File: config.mk
export PLATFORM = sky130hd
export DESIGN_NAME = mem_arbiter
export DESIGN_NICKNAME = d
export VERILOG_FILES = /design/src/rtl/mem_arbiter.sv
export SDC_FILE = /design/constraint.sdc
export NUM_CORES = 1
export LEC_CHECK = 0
export CAP_MARGIN = 5
export CORE_UTILIZATION = 44
export DETAILED_ROUTE_END_ITERATION = 8
export GPL_TIMING_DRIVEN = 0
export PLACE_DENSITY_LB_ADDON = 0.2
export SLEW_MARGIN = 20
export SYNTH_ARGS = -nofsm -noshare
export SYNTH_HDL_FRONTEND = slang
export SYNTH_SLANG_ARGS = --single-unit
File: constraint.sdc
create_clock -name CLK -period 3.7 [get_ports CLK]
set_clock_uncertainty 0.2 [all_clocks]
set_input_delay 0.37 -clock CLK [delete_from_list [all_inputs] [get_ports CLK]]
set_output_delay 0.37 -clock CLK [all_outputs]
set_load 0.01 [all_outputs]
File: src/rtl/mem_arbiter.sv
// Two-requester memory arbiter: instruction fetch vs. data port sharing one memory port.
// Data wins in IDLE unless it has starved fetch for MAX_DM_STREAK consecutive grants.
module mem_arbiter #(
  parameter int LATENCY       = 2,
  parameter int MAX_DM_STREAK = 4
) (
  input  logic        CLK,
  input  logic        RESET,
  input  logic        IF_REQ,
  input  logic [31:0] IF_ADDR,
  output logic        IF_GNT,
  output logic        IF_VALID,
  output logic [31:0] IF_RDATA,
  input  logic        DM_REQ,
  input  logic        DM_WE,
  input  logic [31:0] DM_ADDR,
  input  logic [31:0] DM_WDATA,
  input  logic [2:0]  DM_FUNC3,
  output logic        DM_GNT,
  output logic        DM_VALID,
  output logic [31:0] DM_RDATA,
  output logic        MEM_EN,
  output logic        MEM_WE,
  output logic [31:0] MEM_ADDR,
  output logic [31:0] MEM_WDATA,
  output logic [2:0]  MEM_FUNC3,
  input  logic [31:0] MEM_RDATA,
  output logic        BUSY
);

  localparam logic [1:0] IDLE   = 2'd0;
  localparam logic [1:0] ACC_IF = 2'd1;
  localparam logic [1:0] ACC_DM = 2'd2;

  localparam logic [2:0] CNT_LOAD   = 3'(LATENCY - 1);
  localparam logic [3:0] STREAK_MAX = 4'(MAX_DM_STREAK);

  logic [1:0]  state;
  logic [2:0]  cnt;
  logic [3:0]  streak;
  logic [31:0] acc_addr;
  logic [31:0] acc_wdata;
  logic        acc_we;
  logic [2:0]  acc_func3;
  logic        idle;
  logic        if_wins;

  assign idle = (state == IDLE);
  assign BUSY = !idle;

  always_comb begin
    if_wins = IF_REQ && (!DM_REQ || (streak >= STREAK_MAX));
    IF_GNT  = !RESET && idle && if_wins;
    DM_GNT  = !RESET && idle && DM_REQ && !if_wins;
  end

  always_comb begin
    MEM_EN    = 1'b0;
    MEM_WE    = 1'b0;
    MEM_ADDR  = '0;
    MEM_WDATA = '0;
    MEM_FUNC3 = '0;
    if (!idle) begin
      MEM_EN    = 1'b1;
      MEM_WE    = acc_we;
      MEM_ADDR  = acc_addr;
      MEM_WDATA = acc_wdata;
      MEM_FUNC3 = acc_func3;
    end
  end

  always_ff @(posedge CLK) begin
    if (RESET) begin
      state     <= IDLE;
      cnt       <= '0;
      streak    <= '0;
      acc_addr  <= '0;
      acc_wdata <= '0;
      acc_we    <= 1'b0;
      acc_func3 <= '0;
      IF_RDATA  <= '0;
      DM_RDATA  <= '0;
      IF_VALID  <= 1'b0;
      DM_VALID  <= 1'b0;
    end else begin
      IF_VALID <= 1'b0;
      DM_VALID <= 1'b0;
      case (state)
        IDLE: begin
          if (DM_GNT) begin
            acc_addr  <= DM_ADDR;
            acc_wdata <= DM_WDATA;
            acc_we    <= DM_WE;
            acc_func3 <= DM_FUNC3;
            cnt       <= CNT_LOAD;
            state     <= ACC_DM;
            if (streak != 4'hF) streak <= streak + 4'd1;
          end else if (IF_GNT) begin
            acc_addr  <= IF_ADDR;
            acc_wdata <= '0;
            acc_we    <= 1'b0;
            acc_func3 <= 3'b010;
            cnt       <= CNT_LOAD;
            state     <= ACC_IF;
            streak    <= '0;
          end else if (!DM_REQ) begin
            streak <= '0;
          end
        end
        ACC_IF, ACC_DM: begin
          if (cnt == '0) begin
            state <= IDLE;
            if (state == ACC_IF) begin
              IF_RDATA <= MEM_RDATA;
              IF_VALID <= 1'b1;
            end else begin
              DM_RDATA <= acc_we ? '0 : MEM_RDATA;
              DM_VALID <= 1'b1;
            end
          end else begin
            cnt <= cnt - 3'd1;
          end
        end
        default: state <= IDLE;
      endcase
    end
  end

endmodule

### After elaboration in Yosys (flattened, before gate mapping)

Cells that the tools add are included.

| storage, ports and cells | value |
|---|---|
| register bits | 143 |
| input bits | 136 |
| output and inout bits | 138 |
| word-level logic and storage cells | 75 |

| cells by class | value |
|---|---|
| add/subtract/negate cells | 2 |
| $lt $le $gt $ge | 1 |
| equal/unequal tests | 8 |
| multiplexer cells | 28 |
| bitwise logic cells | 3 |
| reduce and logical (&&, ||, !) cells | 22 |

Operators with widths:

| kind | count |
|---|---|
| $mux W32 | 7 |
| $mux W3 | 6 |
| $mux W4 | 4 |
| $reduce_and A3 Y1 | 4 |
| $mux W1 | 6 |
| $mux W2 | 3 |
| $pmux W3 S2 | 1 |
| $logic_and A1 B1 Y1 | 5 |
| $add A4 B1 Y4 const B | 1 |
| $ge A4 B3 Y1 const B | 1 |
| $logic_not A1 Y1 | 4 |
| $ne A2 B2 Y1 const B | 2 |
| $ne A4 B4 Y1 const B | 1 |
| $pmux W2 S2 | 1 |
| $reduce_and A2 Y1 | 2 |
| $reduce_bool A2 Y1 | 2 |
| $logic_not A3 Y1 | 1 |
| $ne A3 B2 Y1 const B | 1 |
| $ne A3 B3 Y1 const B | 1 |
| $not A1 Y1 | 3 |
| $reduce_or A3 Y1 | 1 |
| $sub A3 B1 Y3 const B | 1 |
| $eq A2 B1 Y1 const B | 1 |
| $eq A2 B2 Y1 const B | 1 |
| other kinds (4) | 4 |

### Logic depth before layout (Yosys ltp)

Gate-level depths: netlist of the first run.

| logic depth | value |
|---|---|
| word-level depth | 7 |
| gate-level depth with buffers | 9 |

### Least setup slack after synthesis of the first run

OpenSTA, ideal clock, no wires.

| timing | value |
|---|---|
| path type | reg-to-output |
| from | register state[0] |
| to | output DM_GNT |
| data arrival time | 1.301 ns |
| required time | 3.130 ns |
| setup slack | 1.829 ns |
| cell stages (with the launch flop) | 8 |
| path buffers | 2 |
| cell sequence | dfxtp_1 inv_1 ha_1 nor2b_4 nand3_2 inv_2 buf_4 buf_2 |

| on the way | value |
|---|---|
| longest elaborated chain between the ends | 4 |

Ends and longest elaborated chain:

| element | RTL line | source |
|---|---|---|
| start: declaration | 38 | `logic [1:0] state;` |
| start signal: assignment | 74 | `state <= IDLE;` |
| start signal: assignment | 96 | `state <= ACC_DM;` |
| start signal: assignment | 104 | `state <= ACC_IF;` |
| $logic_not A2 Y1 | 48 | `assign idle = (state == IDLE);` |
| $logic_and A1 B1 Y1 (3 in series) | 54 | `DM_GNT = !RESET && idle && DM_REQ && !if_wins;` |
| end: declaration | 19 | `output logic DM_GNT,` |

No other way between the ends.

### Worst setup path after layout of the first run

| timing | value |
|---|---|
| from | register state[1] |
| to | output MEM_ADDR[3] |

| on the way | value |
|---|---|
| longest elaborated chain between the ends | 2 |

Ends and longest elaborated chain:

| element | RTL line | source |
|---|---|---|
| $logic_not A2 Y1 | 48 |  |
| $mux W32 | 63 | `if (!idle) begin` |
| end: declaration | 24 | `output logic [31:0] MEM_ADDR,` |

No other way between the ends.

==> results of run 1 <==
## power breakdown
part | internal (mW) | leakage [nW] | switching (mW)
Combinational | 0.400 | 1.98 | 0.368
Sequential | 1.64 | 1.17 | 0.0487
Clock | 0.925 | 0.265 | 0.641
## metrics by stage
stage	setup slack (ps)	util [%]	hold slack [ps]
after global routing	351	73.1	253
final	535	73.1	234
after detailed placement	695	68.7	246
after CTS	493	73.1	224
after floorplan	1830	-	249
after global placement	697	68.7	241
## worst min path at each step
stage                       startpoint           end  depth (start not counted)  slack, ps
after floorplan                 cnt[1]        cnt[1]                          2        250
after global placement    IF_RDATA[23]  IF_RDATA[23]                          2        240
after detailed placement   IF_RDATA[6]   IF_RDATA[6]                          2        250
after CTS                       DM_REQ  acc_func3[1]                          3        220
after global routing            DM_REQ  acc_func3[1]                          3        250
final                           DM_REQ  acc_func3[1]                          3        230
## Yosys cell counts, types with 2 or more instances
| library cell | count | area share (%) |
|---|---|---|
| nor2_1 | 76 | 4.9 |
| a22oi_1 | 37 | 4.8 |
| buf_2 | 24 | 2.1 |
| o21bai_1 | 3 | 0.39 |
| buf_1 | 4 | 0.26 |
| buf_4 | 4 | 0.52 |
| mux2i_1 | 2 | 0.34 |
| a21oi_1 | 39 | 3.4 |
| a311oi_1 | 22 | 3.3 |
| a311oi_2 | 10 | 2.6 |
| o21ai_1 | 2 | 0.17 |
| a22o_1 | 32 | 4.8 |
| ha_1 | 5 | 1.1 |
| nand2b_1 | 3 | 0.32 |
| o21ai_0 | 4 | 0.34 |
| nor2b_1 | 70 | 7.5 |
| nor3_1 | 2 | 0.17 |
| nand2_1 | 130 | 8.4 |
| dfxtp_1 | 143 | 49 |
| clkbuf_1 | 24 | 1.6 |
| nand3_1 | 4 | 0.34 |
| inv_1 | 7 | 0.45 |
## cells in the final DEF, fill, tap and decap left out, types with 5 or more instances in the layout
cell / synthesis / routed
nor2b_1: 70 / 70
buf_2: 24 / 24
clkbuf_1: 24 / 26
a311oi_1: 22 / 22
a311oi_2: 10 / 10
inv_1: 7 / 7
nand2_1: 130 / 130
ha_1: 5 / 5
a22oi_1: 37 / 37
clkbuf_16: 0 / 17
a21oi_1: 39 / 39
a22o_1: 32 / 32
dfxtp_1: 143 / 143
nor2_1: 76 / 76
clkdlybuf4s50_1: 0 / 272
## logic make-up (layout without fill, tap and decap cells)
family | count (synthesis) | after routing | synth area share (%)
muxes | 2 | 2 | 0.345
DFF | 143 | 143 | 49.3
AOI/OAI and AO/OA | 159 | 159 | 21.2
and+or+nand+nor | 293 | 293 | 23.0
buffers and inverters | 65 | 369 | 5.11
adders and majority gates | 5 | 5 | 1.08
## worst max-delay path, cell delays in order, from the launching register on
cell and delay, ps:
dfxtp_1 310, inv_1 70, ha_1 240, clkbuf_1 490
clkbuf_1 440, nor2b_1 120, clkdlybuf4s50_1 520
## final cells by class
| class | count | area (µm²) | area share [%] |
|---|---|---|---|
| buffer | 57 | 267 | 2.87 |
| clock inverter | 9 | 60.1 | 0.646 |
| inverter | 8 | 30.0 | 0.323 |
| tap | 172 | 215 | 2.32 |
| clock buffer | 23 | 488 | 5.25 |
| sequential | 143 | 2860 | 30.8 |
| timing repair buffer | 272 | 2720 | 29.3 |
| multi-input combinational | 459 | 2650 | 28.5 |
## flip-flops by register name, indices dropped and copies added (netlist names)
| register | cells |
|---|---|
| DM_RDATA | 32 |
| DM_VALID | 1 |
| IF_RDATA | 32 |
| IF_VALID | 1 |
| acc_addr | 32 |
| acc_func3 | 3 |
| acc_wdata | 32 |
| acc_we | 1 |
| cnt | 3 |
| state | 2 |
| streak | 4 |
## routing by layer
metal	GRT usage (%)	up-vias	wire, µm
met5	0	-	0
met4	10.2	0	390
met2	44.7	204	8550
met3	9.63	26	1540
li1	-	2873	-
met1	29.4	2645	6940
==> impl_results.md, run 1 <==
* Io pins at between 200 and 300
* Unrepaired setup endpoints after global routing: false
* Die height at roughly 120 µm
* Worst Setup End Kind: output port
* Status: finished clean
* DP HPWL at about 13000 µm
* P&R area growth vs syn at 60.0%
* Non-filler instance count after layout at around 1100
* Initial Util at 45.7%
* Hold Crit Class: in -> reg
* Dpl cells at approximately 1100
* Synthesized instance count at roughly 670
* Fill cells at ~1000
* R2r setup slk at between 1500 and 2000 ps
* Syn Nets at about 810
* Core area at around 13000 µm²
* Total power at just over 4 mW
* Maximum vdd drop at roughly 0.40 mV
* Minimum clock period at about 3200 ps
* Hold-fix buffers, CTS at 0
* Layout cells sized above 1 at 7.72%
* Critical path origin: state[1]
* Final Cycle Share at between 80 and 90%
* Worst Path Class, Setup: reg -> out
* Cell Pwr Density at around 430 nW/µm²
* First drt pass iteration count at 5
* Fin area at around 9300 µm²
* DRC Markers at 0
* Sequential area share after synthesis at between 40% and 50%
* Relative slew slack at 55.9%
* Leakage at 3.41 nW
* Mapped cell area at around 5800 µm²
* Post-detailed-route wirelength per cell at about 15 µm
* Initial DRC count at around 360
* Vias in the first global route at 5613
* ANT cells at 0
* Post-route setup TNS at 0 ps
* Top_reg_cell synth: dfxtp_1
* Worst-margin pin slew at ~660 ps
* GRT Resource Usage Total at between 20% and 30%
* Largest net degree at the start of global routing at 17
* # rows at between 40 and 50
* Final Routed Wirelength at around 17000 µm
* Root Driver: clkbuf_16
* RD Place Congestion at 0.777
* Fmax at roughly 320 MHz
* Reg2Reg Capture Point: acc_wdata[16]
* Initial antenna violation count at 0
* Die X at roughly 120 µm
* MaxCap Viol Count at 0
* Post-synth EDFFs at 0
* Via count at ~5700
* Post_cts resized at 0
* CTS tree: yes
* Worst path arrival time at between 2000 and 3000 ps
* Aggregate global routing overflow at 0
* R2r startpoint: state[0]
* Clock tree buffer depth at 2
* Nets at 1099
* Startpoint type of the worst setup path: flip-flop
* Average cell area after synthesis at 8.71 µm²
* Syn. warnings at 0
* Setup violations, final at 0
* First-pass GRT wire length at between 20000 and 30000 µm
* Routed vias/inst at roughly 5.0
* ANT nets after route at 0
* FFs w/ async S/R, synth at 0%
* Placed instance area at between 8000 and 9000 µm²
* CP endpoint: MEM_ADDR[3]
* H-tree levels at 4
* Yosys reg bits at roughly 140
* Max-slew violations at 0
* Port-buffer cells at about 270
* Crit-path max FO at 10
* FF-to-FF path depth at 7
* CTS Sinks at ~140
* CTS buffer count at 17
* Post-CTS Setup Inserts at 0
* Final Hold Fails at 0
* Worst Path Required at ~3100 ps
* Clock Latency Late Sink at between 400 and 500 ps
* Post-synth cell types at 42
* Reg clk slew, reported paths at ~50 ps
* Full die area at roughly 14000 µm²
Power figures use the tool's default switching activity.
==> run 2: changes to the inputs <==
--- a/config.mk
+++ b/config.mk
@@ -6,6 +6,8 @@
 export NUM_CORES = 1
 export LEC_CHECK = 0
 export CAP_MARGIN = 5
+export CORE_ASPECT_RATIO = 0.5
+export CORE_MARGIN = 10
 export CORE_UTILIZATION = 44
 export DETAILED_ROUTE_END_ITERATION = 8
 export GPL_TIMING_DRIVEN = 0
==> run 2 against run 1 <==
Against the previous run: clock power grew 3%; die area is 35% higher; critical path depth up 2; clock-buffer cell count decreased by 5; non-clock buffer count stayed put; largest cell class unchanged.
==> impl_results.md, run 2 (synthesized netlist as in run 1, its figures left out) <==
* Cell Pwr Density at ~440 nW/µm²
* H-tree levels at 4
* Routed vias/inst at a little over 5
* Post-CTS Setup Inserts at 0
* Aggregate global routing overflow at 0
* Cell chain of the critical path: inv_1 > ha_1 > nor2b_4 > nand3_2 > inv_2 > buf_4 > buf_2 > clkdlybuf4s50_1
* Relative slew slack at 53.3%
* Worst Path Class, Setup: reg -> out
* Clock tree buffer depth at 2
* Unrepaired setup endpoints after global routing: false
* Delay-heaviest family, CP: buffers and inverters
* CTS tree: yes
* Maximum vdd drop at ~0.28 mV
* WP buf/inv at 5
* Startpoint type of the worst setup path: flip-flop
* Final Hold Fails at 0
* P&R area growth vs syn at 60.0%
* Commonest cells after routing, fill and taps aside: 272 x clkdlybuf4s50_1, 143 x dfxtp_1, 130 x nand2_1
* Worst Path Required at 3130 ps
* Final Cycle Share at approximately 87%
* Minimum clock period at ~3200 ps
* Total power at 4.09 mW
* ANT nets after route at 0
* Worst path arrival time at ~2700 ps
* GRT Resource Usage Total at roughly a fifth
* Most common cell after layout, fill and taps aside: clkdlybuf4s50_1
* Core area at 12800 µm²
* First-pass GRT wire length at between 30000 and 40000 µm
* Initial DRC count at roughly 320
* Nets at around 1100
* Worst Setup End Kind: output port
* RD Place Congestion at approximately 0.81
* CP max-delay cell: clkdlybuf4s50_1
* Layout cells sized above 1 at between 7 and 8%
* Non-filler instance count after layout at about 1100
* Fill cells at between 1000 and 1500
* Setup violations, final at 0
* Largest net degree at the start of global routing at 17
* Io pins at around 270
* Vias in the first global route at 6003
* Die height at about 100 µm
* Post_cts resized at 0
* Reg clk slew, reported paths at ~60 ps
* # rows at 29
* Full die area at about 18000 µm²
* Initial Util at 45.5%
* Root Driver: clkbuf_16
* Post-detailed-route wirelength per cell at ~18 µm
* Port-buffer cells at approximately 270
* DP HPWL at roughly 16000 µm
* Crit-path max cell delay at 600 ps
* Max-slew violations at 0
* Final Routed Wirelength at just over 20000 µm
* Initial antenna violation count at 0
* Hold Crit Class: in -> reg
* Clock Latency Late Sink at 400 ps
* Die X at roughly 180 µm
* DRC Markers at 0
* Status: finished clean
* Fmax at between 300 and 400 MHz
* Hold-fix buffers, CTS at 0
* CTS Sinks at 143
* MaxCap Viol Count at 0
* Leakage at 3.41 nW
* Post-route setup TNS at 0 ps
* Worst-margin pin slew at 696 ps
* First drt pass iteration count at 5
* Via count at between 5000 and 6000
* Crit-path max FO at 10
* CTS buffer count at 17
* Dpl cells at roughly 1100
* ANT cells at 0
==> run 2: cell type report <==
class | count | area (µm²) | share of cell area, %
Multi-Input combinational cell | 459 | 2650 | 28.5
Timing Repair Buffer | 272 | 2720 | 29.3
Sequential cell | 143 | 2860 | 30.8
Clock buffer | 18 | 429 | 4.62
Tap cell | 170 | 213 | 2.29
Buffer | 57 | 267 | 2.87
Inverter | 8 | 30.0 | 0.323
Clock inverter | 14 | 123 | 1.32
==> run 2: final timing paths <==
path	from	cells after the start	slack, ps	endpoint
worst max-delay path	state[1]	8	470	DM_GNT
worst min-delay path	DM_REQ	3	250	acc_func3[1]
worst max register to register	state[1]	6	1510	DM_RDATA[15]
worst min register to register	IF_RDATA[20]	2	250	IF_RDATA[20]
==> run 2: per-layer routing <==
layer	share of wire [%]	GRT usage, %
met2	50	37.5
met1	41	23.8
met4	1.4	5.72
met5	0	0
met3	8.2	7.33
==> run 2: per-stage QoR <==
stage / hold WS [ps] / setup slack [ps] / utilization (%) / instance area [µm²]
6_report: 250 / 469 / 72.8 / 9300
5_1_grt: 266 / 306 / 72.8 / 9300
4_1_cts: 239 / 481 / 72.8 / 9300
3_5_place_dp: 247 / 601 / 68.5 / 8740
3_3_place_gp: 242 / 593 / 68.5 / 8740
2_1_floorplan: 249 / 1830 / - / 5810
==> run 2: where the power goes <==
group          total (mW)  leakage, nW  internal (mW)  switching [mW]
Clock                1.61        0.264          0.885           0.730
Combinational       0.780         1.98          0.400           0.380
Sequential           1.69         1.17           1.64          0.0507
Total                4.09         3.41           2.93            1.16
==> run 2: worst min-delay path, stage by stage <==
cell	delay, ps
buf_2	170
a21oi_1	110
o21bai_1	140
